==> src/rtl/opb_status_pkg.sv <==
// Shared definitions for the OPB status bank: register offsets, CTRL bit
// positions and the per-channel update mode.
package opb_status_pkg;

    typedef enum logic [1:0] {
        LIVE,
        STICKY,
        SNAP
    } chan_mode_e;

    localparam int CTRL_OFF    = 'h00;
    localparam int STAT_OFF    = 'h04;
    localparam int CH_BASE_OFF = 'h08;

    localparam int SNAP_BIT = 0;
    localparam int CLR_BIT  = 1;

    // Sticky wins when a channel is flagged in both masks.
    function automatic chan_mode_e chan_mode_of(input logic sticky, input logic snap);
        if (sticky) return STICKY;
        if (snap)   return SNAP;
        return LIVE;
    endfunction

endpackage

==> src/rtl/opb_status_chan.sv <==
// One status channel register: follows its input (live), accumulates with
// clear-on-mask (sticky) or loads on a shared capture strobe (snapshot).
module opb_status_chan
    import opb_status_pkg::*;
#(
    parameter chan_mode_e MODE = LIVE,
    parameter int         W    = 32
) (
    input  logic         clk,
    input  logic         rst,
    input  logic [W-1:0] in_i,
    input  logic [W-1:0] clr_mask_i,
    input  logic         snap_i,
    output logic [W-1:0] ch_o
);

    logic [W-1:0] ch_d;
    logic [W-1:0] ch_q;
    logic         unused_ok;

    // NOTE: next state is formed with blocking '=' after a default assignment, so no latch is inferred; only the flop uses '<='.
    always_comb begin
        ch_d = ch_q;
        case (MODE)
            STICKY:  ch_d = (ch_q & ~clr_mask_i) | in_i;  // a set in the clear cycle survives
            SNAP:    if (snap_i) ch_d = in_i;
            default: ch_d = in_i;
        endcase
    end

    always_ff @(posedge clk or posedge rst) begin
        if (rst) begin
            ch_q <= '0;
        end else begin
            ch_q <= ch_d;
        end
    end

    assign ch_o = ch_q;

    // Clear mask and strobe are only consumed by some modes.
    assign unused_ok = ^{clr_mask_i, snap_i};

endmodule

==> src/rtl/opb_status_bank.sv <==
// OPB slave window exposing C_N_CH user status channels plus a CTRL/STAT pair;
// decode, single-cycle ack and the registered read mux live here.
module opb_status_bank
    import opb_status_pkg::*;
#(
    parameter logic [31:0] C_BASEADDR    = 32'h0000_0000,
    parameter logic [31:0] C_HIGHADDR    = 32'h0000_00FF,
    parameter int          C_OPB_AWIDTH  = 32,
    parameter int          C_OPB_DWIDTH  = 32,
    parameter int          C_N_CH        = 4,
    parameter int          C_USER_W      = 32,
    parameter logic [15:0] C_STICKY_MASK = '0,
    parameter logic [15:0] C_SNAP_MASK   = '0
) (
    input  logic                         OPB_Clk,
    input  logic                         OPB_Rst,
    input  logic [0:C_OPB_AWIDTH-1]      OPB_ABus,
    input  logic [0:C_OPB_DWIDTH/8-1]    OPB_BE,
    input  logic [0:C_OPB_DWIDTH-1]      OPB_DBus,
    input  logic                         OPB_RNW,
    input  logic                         OPB_select,
    input  logic                         OPB_seqAddr,
    output logic [0:C_OPB_DWIDTH-1]      Sl_DBus,
    output logic                         Sl_xferAck,
    output logic                         Sl_errAck,
    output logic                         Sl_retry,
    output logic                         Sl_toutSup,
    input  logic [C_N_CH*C_USER_W-1:0]   user_data_in,
    input  logic                         snap_in,
    output logic [15:0]                  snap_count
);

    localparam int AW = C_OPB_AWIDTH;
    localparam int DW = C_OPB_DWIDTH;
    localparam int NB = DW / 8;
    localparam int IW = AW - 2;
    localparam logic [AW-1:0] BASE = AW'(C_BASEADDR);
    localparam logic [AW-1:0] SPAN = AW'(C_HIGHADDR - C_BASEADDR);

    logic [AW-1:0]       addr;
    logic [AW-1:0]       offset;
    logic [IW-1:0]       word_idx;
    logic [DW-1:0]       wdata;
    logic [DW-1:0]       be_mask;
    logic [DW-1:0]       wdata_m;
    logic [NB-1:0]       be;
    logic                hit;
    logic                req;
    logic                wr;
    logic                ctrl_wr;
    logic                snap_now;
    logic                clr_all;
    logic                ack_q;
    logic [DW-1:0]       rdata_d;
    logic [DW-1:0]       rdata_q;
    logic [15:0]         snap_cnt_q;
    logic [C_USER_W-1:0] ch_val [C_N_CH];
    logic                unused_ok;

    // Big-endian OPB vectors land MSB-to-MSB, so bus bit 0 becomes register bit 31.
    assign addr  = OPB_ABus;
    assign wdata = OPB_DBus;
    assign be    = OPB_BE;

    // An address below the base wraps to a huge offset, so one compare bounds both ends.
    assign offset   = addr - BASE;
    assign word_idx = offset[AW-1:2];
    assign hit      = OPB_select && (offset <= SPAN);
    assign req      = hit && !ack_q;
    assign wr       = req && !OPB_RNW;

    always_comb begin
        be_mask = '0;
        for (int b = 0; b < NB; b++) begin
            be_mask[8*b +: 8] = {8{be[b]}};
        end
    end

    assign wdata_m  = wdata & be_mask;
    assign ctrl_wr  = wr && (word_idx == IW'(CTRL_OFF / 4));
    assign snap_now = snap_in || (ctrl_wr && wdata_m[SNAP_BIT]);
    assign clr_all  = ctrl_wr && wdata_m[CLR_BIT];

    for (genvar i = 0; i < C_N_CH; i++) begin : g_ch
        logic                ch_wr;
        logic [C_USER_W-1:0] clr_mask;

        assign ch_wr    = wr && (word_idx == IW'(CH_BASE_OFF / 4 + i));
        assign clr_mask = clr_all ? '1 : (ch_wr ? wdata_m[C_USER_W-1:0] : '0);

        opb_status_chan #(
            .MODE (chan_mode_of(C_STICKY_MASK[i], C_SNAP_MASK[i])),
            .W    (C_USER_W)
        ) u_chan (
            .clk        (OPB_Clk),
            .rst        (OPB_Rst),
            .in_i       (user_data_in[i*C_USER_W +: C_USER_W]),
            .clr_mask_i (clr_mask),
            .snap_i     (snap_now),
            .ch_o       (ch_val[i])
        );
    end

    // CTRL and unmapped offsets fall through to zero.
    always_comb begin
        rdata_d = '0;
        if (req && OPB_RNW) begin
            if (word_idx == IW'(STAT_OFF / 4)) begin
                rdata_d[15:0] = snap_cnt_q;
            end
            for (int i = 0; i < C_N_CH; i++) begin
                if (word_idx == IW'(CH_BASE_OFF / 4 + i)) begin
                    rdata_d[C_USER_W-1:0] = ch_val[i];
                end
            end
        end
    end

    always_ff @(posedge OPB_Clk or posedge OPB_Rst) begin
        if (OPB_Rst) begin
            ack_q      <= 1'b0;
            rdata_q    <= '0;
            snap_cnt_q <= '0;
        end else begin
            ack_q   <= req;
            rdata_q <= rdata_d;
            if (snap_now) begin
                snap_cnt_q <= snap_cnt_q + 16'd1;
            end
        end
    end

    assign Sl_DBus    = rdata_q;
    assign Sl_xferAck = ack_q;
    assign Sl_errAck  = 1'b0;
    assign Sl_retry   = 1'b0;
    assign Sl_toutSup = 1'b0;
    assign snap_count = snap_cnt_q;

    assign unused_ok = ^{OPB_seqAddr, offset[1:0], wdata_m};

endmodule

==> config.mk <==
export PLATFORM = sky130hd
export DESIGN_NAME = opb_status_bank
export DESIGN_NICKNAME = d
export VERILOG_FILES = /design/src/rtl/opb_status_pkg.sv /design/src/rtl/opb_status_chan.sv /design/src/rtl/opb_status_bank.sv
export SDC_FILE = /design/constraint.sdc
export NUM_CORES = 1
export LEC_CHECK = 0
export BUFFER_PORTS_ARGS = -buffer_cell sky130_fd_sc_hd__buf_2
export CAP_MARGIN = 20
export CORE_MARGIN = 5
export CORE_UTILIZATION = 44
export DETAILED_ROUTE_END_ITERATION = 12
export PLACE_DENSITY = 0.74
export SYNTH_ARGS = -nofsm -noshare
export SYNTH_HDL_FRONTEND = slang
export SYNTH_SLANG_ARGS = --single-unit
==> constraint.sdc <==
create_clock -name OPB_Clk -period 8 [get_ports OPB_Clk]
set_clock_uncertainty 0.15 [all_clocks]
set_input_delay 1.6 -clock OPB_Clk [delete_from_list [all_inputs] [get_ports OPB_Clk]]
set_output_delay 1.6 -clock OPB_Clk [all_outputs]
set_load 0.005 [all_outputs]
* Yosys cells after proc, flatten, opt, wreduce, memory -nomap -nowiden
Cells that the tools add are included.
Word-level totals: register bits after elaboration 177, word-level logic and storage cells 31
Cells by class: reductions and logical operators 10, add/subtract/negate cells 1, eq/ne operators 5, mux-type cells 6, order comparisons 1, bitwise logic cells 1
Operators with widths (count):
- $mux 32 | 5
- $eq 30x2->1 const B | 2
- $eq 30x3->1 const B | 2
- $le 32x8->1 const B | 1
- $eq 30x1->1 const B | 1
- $logic_not 30->1 | 1
- $add 16x1->16 const B | 1
- $mux 16 | 1
- $logic_and 1x1->1 | 6
- $logic_not 1->1 | 2
- $and 1x1->1 | 1
- $logic_or 1x1->1 | 1

* Longest topological paths before layout
depth after elaboration 7, gate-level depth with buffers 7, mapped depth without buffers 5

* Cells and area by module
Synthesis repeated with hierarchy kept, for this count alone.
Unflattened totals: cells, all modules 785, area total of the unflattened synthesis 7657.3 um^2
By module, submodules not included:
- opb_status_bank | area each 4439.3 um^2, sequential area each 1226.2 um^2, cells an instance 653, instances 1
- opb_status_chan | area each 804.5 um^2, sequential area each 800.8 um^2, cells an instance 33, instances 4

* Least setup slack after synthesis
No wires, ideal clock.
kind input-to-reg, start in OPB_ABus[20] (netlist bit), end reg snap_cnt_q[15], in the netlist snap_count[15], stages 6, setup slack 4.807 ns, library setup time 0.079 ns, buffers on the path 1, arrival 2.964 ns, data required time 7.771 ns, cells stage by stage nor4_2 nand3_1 o31a_1 buf_6 nor4_4 xor2_1
On the way: longest elaborated chain between the ends 7
RTL lines:
- from (decl) | RTL line opb_status_bank.sv:17 | input logic [0:C_OPB_AWIDTH-1] OPB_ABus,
- $le 32x8->1 | RTL line opb_status_bank.sv:68 | assign hit = OPB_select && (offset <= SPAN);
- $logic_and 1x1->1 | RTL line opb_status_bank.sv:68
- $logic_and 1x1->1 | RTL line opb_status_bank.sv:69 | assign req = hit && !ack_q;
- $logic_and 1x1->1 | RTL line opb_status_bank.sv:70 | assign wr = req && !OPB_RNW;
- $logic_and 1x1->1 * | RTL line opb_status_bank.sv:80 | assign ctrl_wr = wr && (word_idx == IW'(CTRL_OFF / 4));
- $logic_and 1x1->1 * | RTL line opb_status_bank.sv:81 | assign snap_now = snap_in || (ctrl_wr && wdata_m[SNAP_BIT]);
- $logic_or 1x1->1 * | RTL line opb_status_bank.sv:81
- to (signal assigned) | RTL line opb_status_bank.sv:128 | snap_cnt_q <= snap_cnt_q + 16'd1;
- to (decl) | RTL line opb_status_bank.sv:56 | logic [15:0] snap_cnt_q;
Every way passes the cells marked *; elsewhere a longest branch is shown, timed or not. A chain may end at the register's enable or synchronous reset.

* Worst setup path after layout
start in OPB_ABus[29] (netlist bit), end reg rdata_q[7], in the netlist Sl_DBus[24]
On the way: longest elaborated chain between the ends 7
RTL lines:
- branches (longest 6 deep; another with $le 32x8->1)
- $mux 32 * | RTL line opb_status_bank.sv:107 | if (req && OPB_RNW) begin
- net rdata_d[7] | RTL line opb_status_bank.sv:54 | logic [DW-1:0] rdata_d;
- to (signal assigned) | RTL line opb_status_bank.sv:126 | rdata_q <= rdata_d;
- to (decl) | RTL line opb_status_bank.sv:55 | logic [DW-1:0] rdata_q;
Mark *: on every way through the listed nets, which the timed path passes.

==> flow_summary.json <==
{
  "cts_root_buf": "clkbuf_16",
  "cts_buffers": 17,
  "synthCells": 475,
  "powerDensity_mw_per_mm2": 246.3,
  "grt_pass1_vias": 4679,
  "layout_commonest_cell": "buf_2",
  "num_vias": 4444,
  "boundaryPins": 254,
  "fmax_mhz": 284.8,
  "finalPower_mw": 1.962,
  "ir_drop_mv": 0.1394,
  "drive_gt1_share_pct": 38.03,
  "drt-initial-drc-count": 345,
  "r2r_cells": 5,
  "r2r_slack_ns": 5.85,
  "synth_area_per_cell_sq_um": 12.90,
  "finalCoreUtilization_pct": 57.83,
  "yosys.area.top_type": "dfrtp_1",
  "worst-setup-path-type": "primary input to flop",
  "design.die.area_sq_mm": 0.01638,
  "place_area_sq_mm": 0.007340,
  "hold_depth": 1,
  "rows": 43,
  "reg2reg_to": "snap_count[7]",
  "grt_max_degree": 95,
  "yosysWarningCount": 0,
  "grt.overflow.total": 0,
  "min_period_ns": 3.511,
  "ant_nets": 0,
  "leakagePower_nw": 3.878,
  "clkLatencyLatePin_ns": 0.42,
  "dp_cells": 846,
  "die_x_um": 128.0,
  "worstReg2RegStart": "Sl_xferAck",
  "fill_cells": 1172,
  "endpoint_kind": "flop",
  "report.final.slew_viol_count": 0,
  "area_growth_pct": 30.02,
  "layout_setup_ws_ns": 4.489,
  "drt_wl_total_um": 15880,
  "cp.required_ns": 8.13,
  "finalWeightedCongestion": 0.8722,
  "postCtsResizedCells": 0,
  "h-tree-depth": 4,
  "regArea_sq_mm": 0.004429,
  "synth_area_leaders": "dfrtp_1, o21ai_0, nand2_1",
  "hold-worst-slack_ns": 0.3807,
  "path_delay_family": "simple AND/OR/NAND/NOR gates",
  "port_buffers": 213,
  "period_share_pct": 43.88,
  "core_sq_mm": 0.01377,
  "dpl_worst_slack_ns": 3.310,
  "cap_viol_max_count": 0,
  "cts_sinks": 177,
  "antenna_found_initial": 2,
  "critical_path_arrival_ns": 3.64,
  "track_usage_pct": 19.88,
  "layout.nets": 892,
  "rsz0062_at_grt": "no",
  "hp-class": "flop to flop",
  "totalNegativeSetupSlack_ns": 0,
  "finalNonFillerCells": 884,
  "hold_viol_final": 0,
  "path_max_fanout": 68,
  "synth.distinct_cells": 36,
  "cpPeakStageDelay_ns": 0.79,
  "slew_headroom_pct": 45.58,
  "mostFrequentLayoutCells": "buf_2, dfrtp_1, nand2_1, o21ai_0, nor2_1",
  "slowest_stage": "nand4_1",
  "initial_core_util_pct": 44.48,
  "hpwl_um": 11300,
  "min_to": "snap_count[11]",
  "synth_area_sq_mm": 0.006126,
  "die_y_um": 128.0,
  "synth_seq_cells": 177,
  "path_depth": 5,
  "postCtsHoldBufs": 0,
  "firstDrtPassIters": 7,
  "hp-start": "snap_count[11]",
  "drc": 0,
  "cp_cell_sequence": "buf_2 > buf_4 > nand4_1 > o21ai_1 > a211oi_1",
  "postCtsSetupRepairBufs": 0,
  "clk_path_buf_depth": 2,
  "setup_viol": 0,
  "multiInputGateArea_sq_mm": 0.001569,
  "tightest_slew_ns": 0.8164,
  "clkTransAtPathRegs_ns": 0.07,
  "grt_pass1_wl_um": 24750,
  "critPathLaunchType": "primary input",
  "wl_per_cell_um": 17.96,
  "status": "complete, no violations",
  "seq_area_frac_synth_pct": 72.30,
  "via_per_inst": 5.027,
  "tritoncts": "yes",
  "cp.buffers_inverters": 2,
  "design_area_sq_mm": 0.007965,
  "synth_top_area_share_pct": 72.30
}
where the power goes:
group	switching (mW)	leakage (nW)	internal [mW]
Combinational	0.0964	1.47	0.0816
Sequential	0.0499	2.15	0.950
Clock	0.348	0.261	0.436
synthesized netlist by cell type:
| cell | number |
|---|---|
| nor4bb_1 | 1 |
| nor3b_2 | 3 |
| nor4_4 | 3 |
| o21ai_0 | 45 |
| and2_1 | 1 |
| nor4b_1 | 1 |
| nor4_1 | 4 |
| or2_2 | 2 |
| and4_1 | 1 |
| nand2_1 | 55 |
| nor3b_1 | 1 |
| xor2_1 | 13 |
| ha_1 | 1 |
| nor4b_2 | 2 |
| and3_1 | 1 |
| mux2_2 | 1 |
| o31a_1 | 1 |
| a211oi_1 | 16 |
| nor4_2 | 3 |
| nand3_1 | 9 |
| xnor2_1 | 2 |
| or3_1 | 1 |
| nor3_1 | 19 |
| buf_2 | 4 |
| conb_1 | 1 |
| dfrtp_1 | 177 |
| clkbuf_1 | 21 |
| nand4_1 | 4 |
| inv_1 | 2 |
| nor2_1 | 40 |
| o21ai_1 | 3 |
| nand2b_1 | 1 |
| a21oi_1 | 16 |
| buf_6 | 1 |
| a222oi_1 | 16 |
| buf_4 | 3 |
state kept, by name, summed over array words and instances, names as in the netlist:
register	cells
Sl_DBus	32
Sl_xferAck	1
g_ch.u_chan.ch_o	128
snap_count	16
final cells by class:
class | instances | share of cell area [%]
Sequential cell | 177 | 55.61
Multi-Input combinational cell | 269 | 19.70
Timing Repair Buffer | 222 | 14.58
Clock buffer | 20 | 5.482
Tap cell | 180 | 2.828
Clock inverter | 12 | 1.587
Inverter | 2 | 0.1571
Antenna cell | 2 | 0.06283
how the worst max path moves through the flow:
stage / end / startpoint / slack, ns
after floorplan: Sl_DBus[0] / OPB_Rst / 1.45
final: Sl_DBus[24] / OPB_ABus[29] / 4.49
after detailed placement: Sl_DBus[20] / OPB_ABus[28] / 3.31
after global placement: Sl_DBus[20] / OPB_ABus[28] / 3.38
after global routing: Sl_DBus[20] / OPB_ABus[29] / 4.30
after CTS: Sl_DBus[20] / OPB_ABus[28] / 3.68
kinds of logic (layout without fill, tap and decap cells):
family          Yosys count  after routing  share of synthesized area (%)
fa+ha+maj                 1              1                         0.2042
other cells               1              5                        0.06122
xor+xnor                 15             15                          2.145
flops                   177            177                          72.30
buf+inv                  31            256                          2.288
compound gates           97             97                          9.947
mux                       1              1                         0.1838
simple gates            152            152                          12.87
per-layer routing:
metal | share of wire, % | track usage [%] | wire length [um]
met1 | 42 | 27.21 | 6681
met3 | 6.4 | 4.625 | 1022
met4 | 1.5 | 7.241 | 242
met5 | 0 | 0 | 0
met2 | 50 | 31.30 | 7934
(Power assumes the default switching activity.)
